<file path="config.mk">
export PLATFORM = sky130hd
export DESIGN_NAME = alu_issue_arbiter
export DESIGN_NICKNAME = d
export VERILOG_FILES = /design/src/rtl/alu_issue_arbiter.sv
export SDC_FILE = /design/constraint.sdc
export NUM_CORES = 1
export LEC_CHECK = 0
export CAP_MARGIN = 20
export CORE_MARGIN = 10
export CORE_UTILIZATION = 31
export CTS_CLUSTER_DIAMETER = 80
export DETAILED_ROUTE_END_ITERATION = 6
export GPL_TIMING_DRIVEN = 0
export PLACE_DENSITY = 0.78
export SLEW_MARGIN = 10
export SYNTH_ARGS = -nofsm -noshare
export SYNTH_HDL_FRONTEND = slang
export SYNTH_SLANG_ARGS = --single-unit
</file>
<file path="constraint.sdc">
create_clock -name clk -period 2.5 [get_ports clk]
set_input_delay 0.5 -clock clk [delete_from_list [all_inputs] [get_ports clk]]
set_output_delay 0.5 -clock clk [all_outputs]
set_load 0.005 [all_outputs]
</file>
<file path="src/rtl/alu_issue_arbiter.sv">
// Round-robin issue arbiter sharing one fixed-latency ALU between two requesters.
// Optional idle-operand hold register enabled by defining ALU_OPERAND_HOLD_EN.
module alu_issue_arbiter #(
  parameter int LAT = 3,
  parameter int W   = 16
) (
  input  logic         clk,
  input  logic         rst,
  input  logic         req0_valid,
  output logic         req0_ready,
  input  logic [3:0]   req0_sel,
  input  logic [W-1:0] req0_a,
  input  logic [W-1:0] req0_b,
  input  logic [3:0]   req0_shamt,
  input  logic         req0_cin,
  input  logic         req1_valid,
  output logic         req1_ready,
  input  logic [3:0]   req1_sel,
  input  logic [W-1:0] req1_a,
  input  logic [W-1:0] req1_b,
  input  logic [3:0]   req1_shamt,
  input  logic         req1_cin,
  output logic [W-1:0] alu_a,
  output logic [W-1:0] alu_b,
  output logic [3:0]   alu_shamt,
  output logic [3:0]   alu_sel,
  output logic         alu_cin,
  input  logic [31:0]  alu_result,
  input  logic [15:0]  alu_remainder,
  input  logic         alu_carry,
  output logic         rsp0_valid,
  output logic         rsp1_valid,
  output logic [31:0]  rsp_result,
  output logic [15:0]  rsp_remainder,
  output logic         rsp_carry,
  output logic         rsp_err,
  output logic [2:0]   inflight
);

  typedef struct packed {
    logic valid;
    logic id;
    logic err;
  } tag_t;

  logic         last_grant_r;
  logic         grant0_s;
  logic         grant1_s;
  logic         issue_s;
  logic [3:0]   sel_s;
  logic [W-1:0] a_s;
  logic [W-1:0] b_s;
  logic [3:0]   shamt_s;
  logic         cin_s;
  logic         err_s;
  logic         rsp_done_s;
  tag_t         pop_s;
  tag_t         tag_r [LAT];

`ifdef ALU_OPERAND_HOLD_EN
  logic [W-1:0] hold_a_r;
  logic [W-1:0] hold_b_r;
  logic [3:0]   hold_shamt_r;
  logic         hold_cin_r;
`endif

  // Round-robin grant: on contention the requester not granted last wins
  always_comb begin
    grant0_s = 1'b0;
    grant1_s = 1'b0;
    if (rst) begin
      grant0_s = 1'b0;
      grant1_s = 1'b0;
    end else if (req0_valid && req1_valid) begin
      grant0_s = last_grant_r;
      grant1_s = ~last_grant_r;
    end else begin
      grant0_s = req0_valid;
      grant1_s = req1_valid;
    end
  end

  assign req0_ready = grant0_s;
  assign req1_ready = grant1_s;
  assign issue_s    = grant0_s | grant1_s;

  // Granted request mux and error classification
  always_comb begin
    sel_s   = grant1_s ? req1_sel   : req0_sel;
    a_s     = grant1_s ? req1_a     : req0_a;
    b_s     = grant1_s ? req1_b     : req0_b;
    shamt_s = grant1_s ? req1_shamt : req0_shamt;
    cin_s   = grant1_s ? req1_cin   : req0_cin;
    err_s   = (sel_s > 4'd9) || ((sel_s == 4'd3) && (b_s == {W{1'b0}}));
  end

  // ALU input drive: granted op, idle (nop select), or all-zero in reset
  always_comb begin
    alu_a     = {W{1'b0}};
    alu_b     = {W{1'b0}};
    alu_shamt = 4'd0;
    alu_cin   = 1'b0;
    alu_sel   = 4'd0;
    if (rst) begin
      alu_sel = 4'd0;
    end else if (issue_s) begin
      alu_a     = a_s;
      alu_b     = b_s;
      alu_shamt = shamt_s;
      alu_cin   = cin_s;
      alu_sel   = (sel_s > 4'd9) ? 4'b1111 : sel_s;
    end else begin
      alu_sel = 4'b1111;
`ifdef ALU_OPERAND_HOLD_EN
      alu_a     = hold_a_r;
      alu_b     = hold_b_r;
      alu_shamt = hold_shamt_r;
      alu_cin   = hold_cin_r;
`else
      alu_a     = {W{1'b0}};
      alu_b     = {W{1'b0}};
      alu_shamt = 4'd0;
      alu_cin   = 1'b0;
`endif
    end
  end

`ifdef ALU_OPERAND_HOLD_EN
  // Keep the last issued operands on the ALU inputs to avoid idle toggling
  always_ff @(posedge clk) begin
    if (rst) begin
      hold_a_r     <= {W{1'b0}};
      hold_b_r     <= {W{1'b0}};
      hold_shamt_r <= 4'd0;
      hold_cin_r   <= 1'b0;
    end else if (issue_s) begin
      hold_a_r     <= a_s;
      hold_b_r     <= b_s;
      hold_shamt_r <= shamt_s;
      hold_cin_r   <= cin_s;
    end
  end
`endif

  // Arbitration history and tag pipeline aligned with the ALU latency
  always_ff @(posedge clk) begin
    if (rst) begin
      last_grant_r <= 1'b1;
      for (int i = 0; i < LAT; i++) tag_r[i] <= '0;
    end else begin
      if (issue_s) last_grant_r <= grant1_s;
      tag_r[0] <= {issue_s, grant1_s, err_s};
      for (int i = 1; i < LAT; i++) tag_r[i] <= tag_r[i-1];
    end
  end

  assign pop_s      = tag_r[LAT-1];
  assign rsp_done_s = rsp0_valid | rsp1_valid;

  // Response capture; rsp_* holds between responses
  always_ff @(posedge clk) begin
    if (rst) begin
      rsp0_valid    <= 1'b0;
      rsp1_valid    <= 1'b0;
      rsp_result    <= 32'd0;
      rsp_remainder <= 16'd0;
      rsp_carry     <= 1'b0;
      rsp_err       <= 1'b0;
    end else begin
      rsp0_valid <= pop_s.valid & ~pop_s.id;
      rsp1_valid <= pop_s.valid & pop_s.id;
      if (pop_s.valid) begin
        rsp_result    <= alu_result;
        rsp_remainder <= alu_remainder;
        rsp_carry     <= alu_carry;
        rsp_err       <= pop_s.err;
      end
    end
  end

  // Outstanding count: issue to response pulse, inclusive
  always_ff @(posedge clk) begin
    if (rst) begin
      inflight <= 3'd0;
    end else begin
      case ({issue_s, rsp_done_s})
        2'b10:   inflight <= inflight + 3'd1;
        2'b01:   inflight <= inflight - 3'd1;
        default: inflight <= inflight;
      endcase
    end
  end

endmodule
</file>
Word-level counts from Yosys, hierarchy flattened. Memories as Yosys holds them, arrays and structs flattened. Index checks and enable logic that the tools add are counted.

Memories kept: 1. Bits in registers: 56. Memory bits (writable): 9.

Memory list: tag_r (words 3, width 3, read ports 3, clocked after Yosys merged registers in 0, wr ports 3, line 58) `tag_t tag_r [LAT];`.

Add/sub/neg operators: 2. $lt $le $gt $ge: 1. Reduce and logical (&&, ||, !) cells: 5. Bitwise operators: 9. Multiplexer cells: 27. Eq/ne operators: 3.

Operators with widths (count): $mux W16 (6); $mux W4 (7); $logic_not A16 Y1 (1); $mux W1 (10); $mux W3 (3); $pmux W3 S2 (1); $or A1 B1 Y1 (5); $eq A4 B2 Y1 const B (1); $gt A4 B4 Y1 const B (1); $add A3 B1 Y3 const B (1); $sub A3 B1 Y3 const B (1); $and A1 B1 Y1 (2); $eq A2 B1 Y1 const B (1); $eq A2 B2 Y1 const B (1); $logic_and A1 B1 Y1 (2); $not A1 Y1 (2); $reduce_bool A2 Y1 (1); $logic_or A1 B1 Y1 (1).

Logic depth before layout (Yosys ltp). Gate-level depths: netlist of the first run.

Word-level depth: 8. Gate-level depth with buffers: 9. Mapped depth without buffers: 8.

Worst setup path after synthesis of the first run. Ideal clock, no wire load.

Path kind: input to register. Start: input req0_valid. End: register inflight[2]. Slack: 0.028 ns. Data arrival time: 2.401 ns. Required time: 2.429 ns. Setup time: 0.071 ns. Stages on the path: 9. Cells stage by stage: or2_2 nand2b_1 clkbuf_1 ha_1 inv_1 fa_1 xor2_1 or3_1 a21oi_1.

Longest elaborated chain between the ends: 6. Elaborated cells between the ends (all ways): 10. Classes of those cells: 2 x eq/ne; 5 x mux; 1 x bitwise; 2 x reduce/logical.

Ends and longest elaborated chain: start, declared (line 9) `input logic req0_valid,`; $logic_and A1 B1 Y1 (line 74) `end else if (req0_valid && req1_valid) begin`; $mux W1 (line 74); $mux W1 (line 71) `if (rst) begin`; $or A1 B1 Y1 * (line 85) `assign issue_s = grant0_s | grant1_s;`; $eq A2 B1 Y1 or $eq A2 B2 Y1 (tied branches) (line 186) `case ({issue_s, rsp_done_s})`; $pmux W3 S2 or $reduce_bool A2 Y1 (tied branches); end signal, assigned (line 187) `2'b10: inflight <= inflight + 3'd1;`; end signal, assigned (line 188) `2'b01: inflight <= inflight - 3'd1;`; end signal, assigned (line 189) `default: inflight <= inflight;`; end, declared (line 37) `output logic [2:0] inflight`.

Mark *: on every way between the ends. The rest lies on a longest branch, timed or not. A chain may end at the register's enable or synchronous reset.

Worst setup path after layout of the first run.
Start: input req1_sel[2]. End: output alu_sel[1].

Longest elaborated chain between the ends: 5.

Ends and longest elaborated chain: start, declared (line 18) `input logic [3:0] req1_sel,`; $mux W4 (line 89) `sel_s = grant1_s ? req1_sel : req0_sel;`; $gt A4 B4 Y1 (line 111) `alu_sel = (sel_s > 4'd9) ? 4'b1111 : sel_s;`; $mux W4 (line 111); $mux W4 (line 106) `end else if (issue_s) begin`; $mux W4 (line 104) `if (rst) begin`; end, declared (line 26) `output logic [3:0] alu_sel,`.

Every way passes these cells.

==> flow_summary_export.csv, run 1 <==
group,metric,value,unit
detailed_routing,routedWlPerCell,16.48,um
logic_synthesis,yosysWarnings,0,
global_routing,grt_pass1_wl,19360,um
critical_path,cp.arrival,1.95,ns
clocking,htree_levels,3,
global_routing,grt_start_max_net_pins,12,
placement,place_congestion,0.8661,
timing,clock.fmax,407.4,MHz
global_routing,grt_remaining_overflow,0,
hold_path,holdPathEnd,"last_grant_r$_SDFFE_PP1N_",
placement,dp.cells,738,
detailed_routing,ant_nets,0,
finish,n_antenna_cell,0,
logic_synthesis,ys_seq_area_frac,0.4280,
placement,hpwl,10370,um
timing,setup_tns,0,ns
clocking,clkLatencyLatePin,0.34,ns
finish,n_fill_cell,868,
die,dieArea,14170,um2
timing,max_slew_margin,0.6684,
critical_path,r2r_start,"rsp1_valid$_SDFF_PP0_",
power,powerDensity,459.1,nW/um2
timing,fin_ws,0.04564,ns
detailed_routing,first_iter_violations,163,
finish,layout-drive-gt1-share,0.1431,
power,irDropWorstVdd,0.3074,mV
critical_path,critPathLaunchType,"primary input",
critical_path,critPathMaxFanout,3,
die,initial_utilization,0.3140,
clocking,cts_root_buffer,"clkbuf_8",
global_routing,grt.total_usage,0.1669,
logic_synthesis,syn_inst,373,
logic_synthesis,netlist_area,3040,um2
finish,syn_to_final_growth,89.63,%
critical_path,crit_slowest_cell,"clkdlybuf4s50_1",
die,boundaryPins,233,
detailed_routing,drcViolationCount,0,
timing,tightest_slew,0.4973,ns
timing,fin_crit,2.454,ns
finish,fin_cells,762,
clocking,cts_sinks,65,
timing,finalSetupViolCount,0,
status,outcome,"finished clean",
timing,final_hold_viol_count,0,
critical_path,path_delay_family,"buffers and inverters",
timing,fin_crit_sh,0.9817,
logic_synthesis,avgSynthCellArea,8.151,um2
critical_path,worstPathCellList,"clkdlybuf4s50_1 -> o21ai_0 -> or3_4 -> and2_4 -> a31oi_2 -> buf_2",
clocking,clk_pin_slew,0.07,ns
power,p_leak,2.323,nW
detailed_routing,vias,3542,
critical_path,timing.rr.end,"inflight[2]$_SDFFE_PP0P_",
global_routing,grt_pass1_vias,3739,
logic_synthesis,yosysUniqueCellTypes,35,
clocking,numCtsBuffers,9,
timing,clock_skew,0.01100,ns
critical_path,path_buf_inv,2,
detailed_routing,drtPass1Iterations,4,
detailed_routing,postRouteWirelength,12560,um
timing,drv_slew,0,
critical_path,r2r_slack,0.76,ns
critical_path,max_stage_delay,0.52,ns
run,max_cap_viol_count,0,
finish,multi_input_area,1638,um2
hold_path,min_path_type,"primary input to register",
power,p_total,2.647,mW
die,dieHeight,119.0,um
logic_synthesis,syn_nets,510,
placement,dp_slack,-0.7756,ns
placement,portBuffers,232,
die,die_w,119.0,um
critical_path,required,2.00,ns
global_routing,antenna_found_initial,0,
hold_path,min_from,"req0_valid",
clocking,cts_buffer_depth,2,
clocking,cts_tree,"done",
die,coreArea,9684,um2
logic_synthesis,ys_ff_latch,65,
timing,rsz0062_at_grt,"no",
detailed_routing,viasPerCell,4.648,
critical_path,reg2reg_depth,7,
critical_path,cp-end-kind,"output pin",
hold_path,holdPathStages,2,
finish,seq_area,1301,um2
finish,nNetsFinal,761,
critical_path,criticalPathCategory,"primary input to output pin",
die,row_count,36,
==> synthesized netlist by cell type <==
master / n / area, um2
nor4_1: 3 / 18.77
xor2_1: 2 / 17.52
a21bo_1: 1 / 10.01
buf_4: 3 / 22.52
nor3_1: 3 / 15.01
mux2i_1: 55 / 550.5
nor2b_1: 6 / 37.54
a21oi_1: 41 / 205.2
and4_1: 1 / 8.760
dfxtp_1: 65 / 1301
o21ai_0: 4 / 20.02
o32a_1: 1 / 10.01
nor4b_1: 1 / 8.760
buf_1: 3 / 11.26
buf_2: 11 / 55.05
and2_1: 2 / 12.51
nand2b_1: 1 / 6.260
o221ai_1: 1 / 8.760
and3b_1: 1 / 8.760
fa_1: 1 / 20.02
inv_2: 1 / 3.750
nor3b_1: 1 / 7.510
a21o_1: 1 / 7.510
ha_1: 1 / 12.51
or2_0: 1 / 6.260
nand3b_1: 2 / 15.01
o31ai_2: 1 / 12.51
nand2_1: 75 / 281.5
or2_2: 2 / 12.51
or4_1: 2 / 15.01
or3_1: 2 / 12.51
a31oi_1: 5 / 31.28
inv_1: 6 / 22.52
clkbuf_1: 11 / 41.29
nor2_1: 56 / 210.2
==> cell usage in the layout, fill, tap and decap left out, types with 8 or more instances in the layout <==
cell and count:
a21oi_1 36, buf_2 33, buf_4 11, clkbuf_1 8, clkbuf_8 10, clkdlybuf4s50_1 188
dfxtp_1 65, mux2i_1 55, nand2_1 75, nor2_1 56
==> area by class of cell <==
class	count	area share
Timing Repair Buffer	240	0.3839
Clock inverter	5	0.01389
Clock buffer	11	0.02279
Inverter	7	0.004991
Sequential cell	65	0.2257
Multi-Input combinational cell	273	0.2841
Tap cell	133	0.02886
Buffer	28	0.03581
==> state kept, by name, indices dropped and copies added, names as in the netlist <==
register,flops
inflight,3
last_grant_r,1
rsp0_valid,1
rsp1_valid,1
rsp_carry,1
rsp_err,1
rsp_remainder,16
rsp_result,32
tag_r,9
==> kinds of logic (layout without fill, tap and decap cells) <==
kind of cell,count (synthesis),count (layout),synth area share
AO/OA/AOI/OAI,55,55,0.1004
buffers and inverters,35,291,0.05144
XOR/XNOR,2,2,0.005762
flip-flops,65,65,0.4280
AND/OR/NAND/NOR,159,159,0.2226
adder cells (fa/ha/maj),2,2,0.01070
multiplexers,55,55,0.1811
==> through the flow <==
step	util	hold WS [ns]	cell area (um2)
final	0.5953	0.4055	5766
after global placement	0.5709	0.3956	5529
after global routing	0.5953	0.4081	5766
after floorplan	-	0.3885	3040
after detailed placement	0.5709	0.4079	5529
after CTS	0.5895	0.4267	5709
==> per-layer routing <==
layer  global-route usage  wire length, um  up-vias
li1                     -                -     1743
met4              0.05954              217        0
met1               0.1679             4745     1608
met5                    0                0        -
met3              0.08833             1534       15
met2               0.2884             6062      176
==> repair_timing <==
action                                  in CTS  in global routing
gates cloned                                 2                  0
hold buffers                                 0                  0
pin swaps                                    5                  2
setup buffers                                3                  3
endpoints found under the setup margin      45                 39
resized for setup                          170                 20
==> report_power, final <==
group | internal (mW) | switching [mW]
Clock | 0.560 | 0.385
Sequential | 1.07 | 0.0168
Combinational | 0.378 | 0.236
==> how the worst max path moves through the flow <==
stage	from	endpoint	depth (start not counted)
after floorplan	req0_valid	inflight[2]$_SDFFE_PP0P_	9
after global placement	req1_valid	alu_b[11]	10
after detailed placement	req0_valid	inflight[2]$_SDFFE_PP0P_	10
after CTS	req1_valid	alu_sel[1]	7
after global routing	last_grant_r$_SDFFE_PP1N_	alu_a[14]	8
final	req1_sel[2]	alu_sel[1]	6
(Power assumes the default switching activity.)
==> run 2, diff against run 1 <==
Settings changed: ABC_AREA from default to 1, GPL_TIMING_DRIVEN 0 to default.
==> run 2 against run 1 <==
Compared with the run above: combinational power is 15% higher; design area grew 3.7%; global-route usage rose by 0.95 points; area after synthesis hardly changed.
==> flow_summary_export.csv, run 2 <==
group,metric,value,unit
status,outcome,"finished clean",
die,die_w,119.1,um
detailed_routing,drtPass1Iterations,4,
finish,final_common_cell,"clkdlybuf4s50_1",
critical_path,critPathMaxFanout,10,
global_routing,grt.total_usage,0.1764,
logic_synthesis,synth_common_cells,"nor2_1, o21ai_0, dfxtp_1, nand2_1, clkbuf_1",
logic_synthesis,syn_nets,593,
global_routing,grt_pass1_vias,4036,
placement,hpwl,10970,um
timing,final_hold_viol_count,0,
power,irDropWorstVdd,0.2386,mV
detailed_routing,ant_nets,0,
finish,post-route-util,0.6172,
hold_path,min_path_type,"register to register",
detailed_routing,vias,3971,
finish,fin_cells,856,
timing,fin_crit,2.421,ns
global_routing,grt_start_max_net_pins,56,
clocking,cts_sinks,65,
timing,rsz0062_at_grt,"no",
critical_path,required,2.00,ns
logic_synthesis,yosysUniqueCellTypes,27,
finish,n_antenna_cell,0,
clocking,clk_pin_slew,0.07,ns
die,dieHeight,119.1,um
die,boundaryPins,233,
critical_path,reg2reg_depth,10,
logic_synthesis,synth-async-reset-ratio,0,
timing,clock_skew,0.008667,ns
power,p_leak,2.781,nW
die,row_count,36,
run,max_cap_viol_count,0,
detailed_routing,first_iter_violations,184,
detailed_routing,drcViolationCount,0,
critical_path,critPathLaunchType,"primary input",
detailed_routing,viasPerCell,4.639,
timing,fin_crit_sh,0.9683,
clocking,numCtsBuffers,9,
die,dieArea,14170,um2
logic_synthesis,ys_seq_area_frac,0.4278,
critical_path,criticalPathCategory,"primary input to output pin",
clocking,clkLatencyLatePin,0.33,ns
timing,finalSetupViolCount,0,
logic_synthesis,yosysWarnings,0,
clocking,cts_root_buffer,"clkbuf_8",
finish,syn_to_final_growth,96.50,%
logic_synthesis,ys_ff_latch,65,
logic_synthesis,netlist_area,3042,um2
logic_synthesis,synth.most_common_cell,"nor2_1",
clocking,cts_tree,"done",
detailed_routing,postRouteWirelength,13520,um
logic_synthesis,synth_edf_count,0,
finish,layout-drive-gt1-share,0.1134,
clocking,cts_buffer_depth,2,
critical_path,cp-end-kind,"output pin",
finish,nNetsFinal,855,
global_routing,grt_pass1_wl,20680,um
global_routing,antenna_found_initial,0,
hold_path,holdPathStages,2,
logic_synthesis,yosysTopAreaCell,"dfxtp_1",
die,coreArea,9684,um2
finish,top_regs,"rsp_result (32), rsp_remainder (16), tag_r (9)",
placement,portBuffers,232,
timing,max_slew_margin,0.6230,
timing,tightest_slew,0.5621,ns
finish,largest_register,"rsp_result",
logic_synthesis,yosysTopAreaCellShare,0.4278,
finish,largest_reg_flops,32,
logic_synthesis,avgSynthCellArea,6.670,um2
logic_synthesis,synth_area_leaders,"dfxtp_1, nor2_1, o21ai_0",
logic_synthesis,synth_ff_type,"dfxtp_1",
finish,mostFrequentLayoutCells,"clkdlybuf4s50_1, nor2_1, o21ai_0, dfxtp_1, nand2_1",
detailed_routing,routedWlPerCell,15.80,um
clocking,htree_levels,3,
placement,place_congestion,0.8760,
global_routing,grt_remaining_overflow,0,
timing,clock.fmax,413.1,MHz
timing,drv_slew,0,
power,powerDensity,427.8,nW/um2
critical_path,cp.arrival,1.92,ns
placement,dp.cells,834,
die,initial_utilization,0.3141,
logic_synthesis,syn_inst,456,
run 2: changes by cell type after synthesis, moves of 9 or more:
cell,previous run,this run
a21oi_1,41,17
buf_2,11,2
clkbuf_1,11,23
inv_1,6,22
mux2i_1,55,0
nand2_1,75,45
nand3_1,0,14
nor2_1,56,165
o21ai_0,4,78
run 2: what timing repair did:
item | CTS | global route
pin swaps | 2 | 3
endpoints found under the setup margin | 43 | 18
cloned | 1 | 0
setup buffers | 0 | 5
resized for setup | 42 | 13
hold buffers | 0 | 0
run 2: worst max-delay path, stage by stage:
cell,delay [ns]
clkdlybuf4s15_1,0.21
nand2_2,0.12
nand3_4,0.11
inv_4,0.10
buf_12,0.13
nor2_1,0.05
nor2_2,0.15
clkdlybuf4s50_1,0.55
run 2: worst paths after layout:
check / to / slack, ns / startpoint
worst min register to register: tag_r[0][8]$_SDFF_PP0_ / 0.40 / tag_r[0][5]$_SDFF_PP0_
worst max register to register: tag_r[0][0]$_SDFF_PP0_ / 0.84 / last_grant_r$_SDFFE_PP1N_
worst max-delay path: alu_shamt[2] / 0.08 / req0_valid
worst min-delay path: tag_r[0][8]$_SDFF_PP0_ / 0.40 / tag_r[0][5]$_SDFF_PP0_
run 2: final cells by class:
type / instances / area (um2)
Fill cell: 876 / 3707
Clock inverter: 6 / 35.03
Timing Repair Buffer: 282 / 2750
Multi-Input combinational cell: 335 / 1498
Tap cell: 133 / 166.4
Inverter: 25 / 98.84
Clock buffer: 10 / 127.6
Sequential cell: 65 / 1301
run 2: per-stage QoR:
step / total power, mW / setup slack (ns) / setup TNS (ns) / hold slack (ns) / area [um2]
4_1_cts: 2.588 / 0.005181 / 0 / 0.4023 / 5906
5_1_grt: 2.703 / 0.01369 / 0 / 0.4241 / 5977
3_5_place_dp: 1.851 / -0.4556 / -16.40 / 0.3923 / 5742
3_3_place_gp: 1.834 / -0.4117 / -14.30 / 0.3887 / 5742
2_1_floorplan: 1.346 / 0.3568 / 0 / 0.3883 / 3042
6_report: 2.557 / 0.07915 / 0 / 0.4004 / 5977
run 2: kinds of logic (layout without fill, tap and decap cells):
group | Yosys count | count (layout) | share of synthesized area
fa+ha+maj | 2 | 2 | 0.01069
simple gates | 230 | 230 | 0.2999
buf+inv | 56 | 323 | 0.08309
flops | 65 | 65 | 0.4278
compound gates | 103 | 103 | 0.1785
run 2: routing by layer:
metal | vias to the layer above | share of wire | global-route usage
met4 | 0 | 0.032 | 0.07481
met2 | 184 | 0.51 | 0.3233
met5 | - | 0 | 0
li1 | 1975 | - | -
met3 | 28 | 0.10 | 0.08172
met1 | 1784 | 0.35 | 0.1651
run 2: power by group:
part           switching, mW  internal [mW]  total (mW)
registers             0.0232           1.09        1.11
clock network          0.386          0.352       0.739
logic                  0.271          0.437       0.709
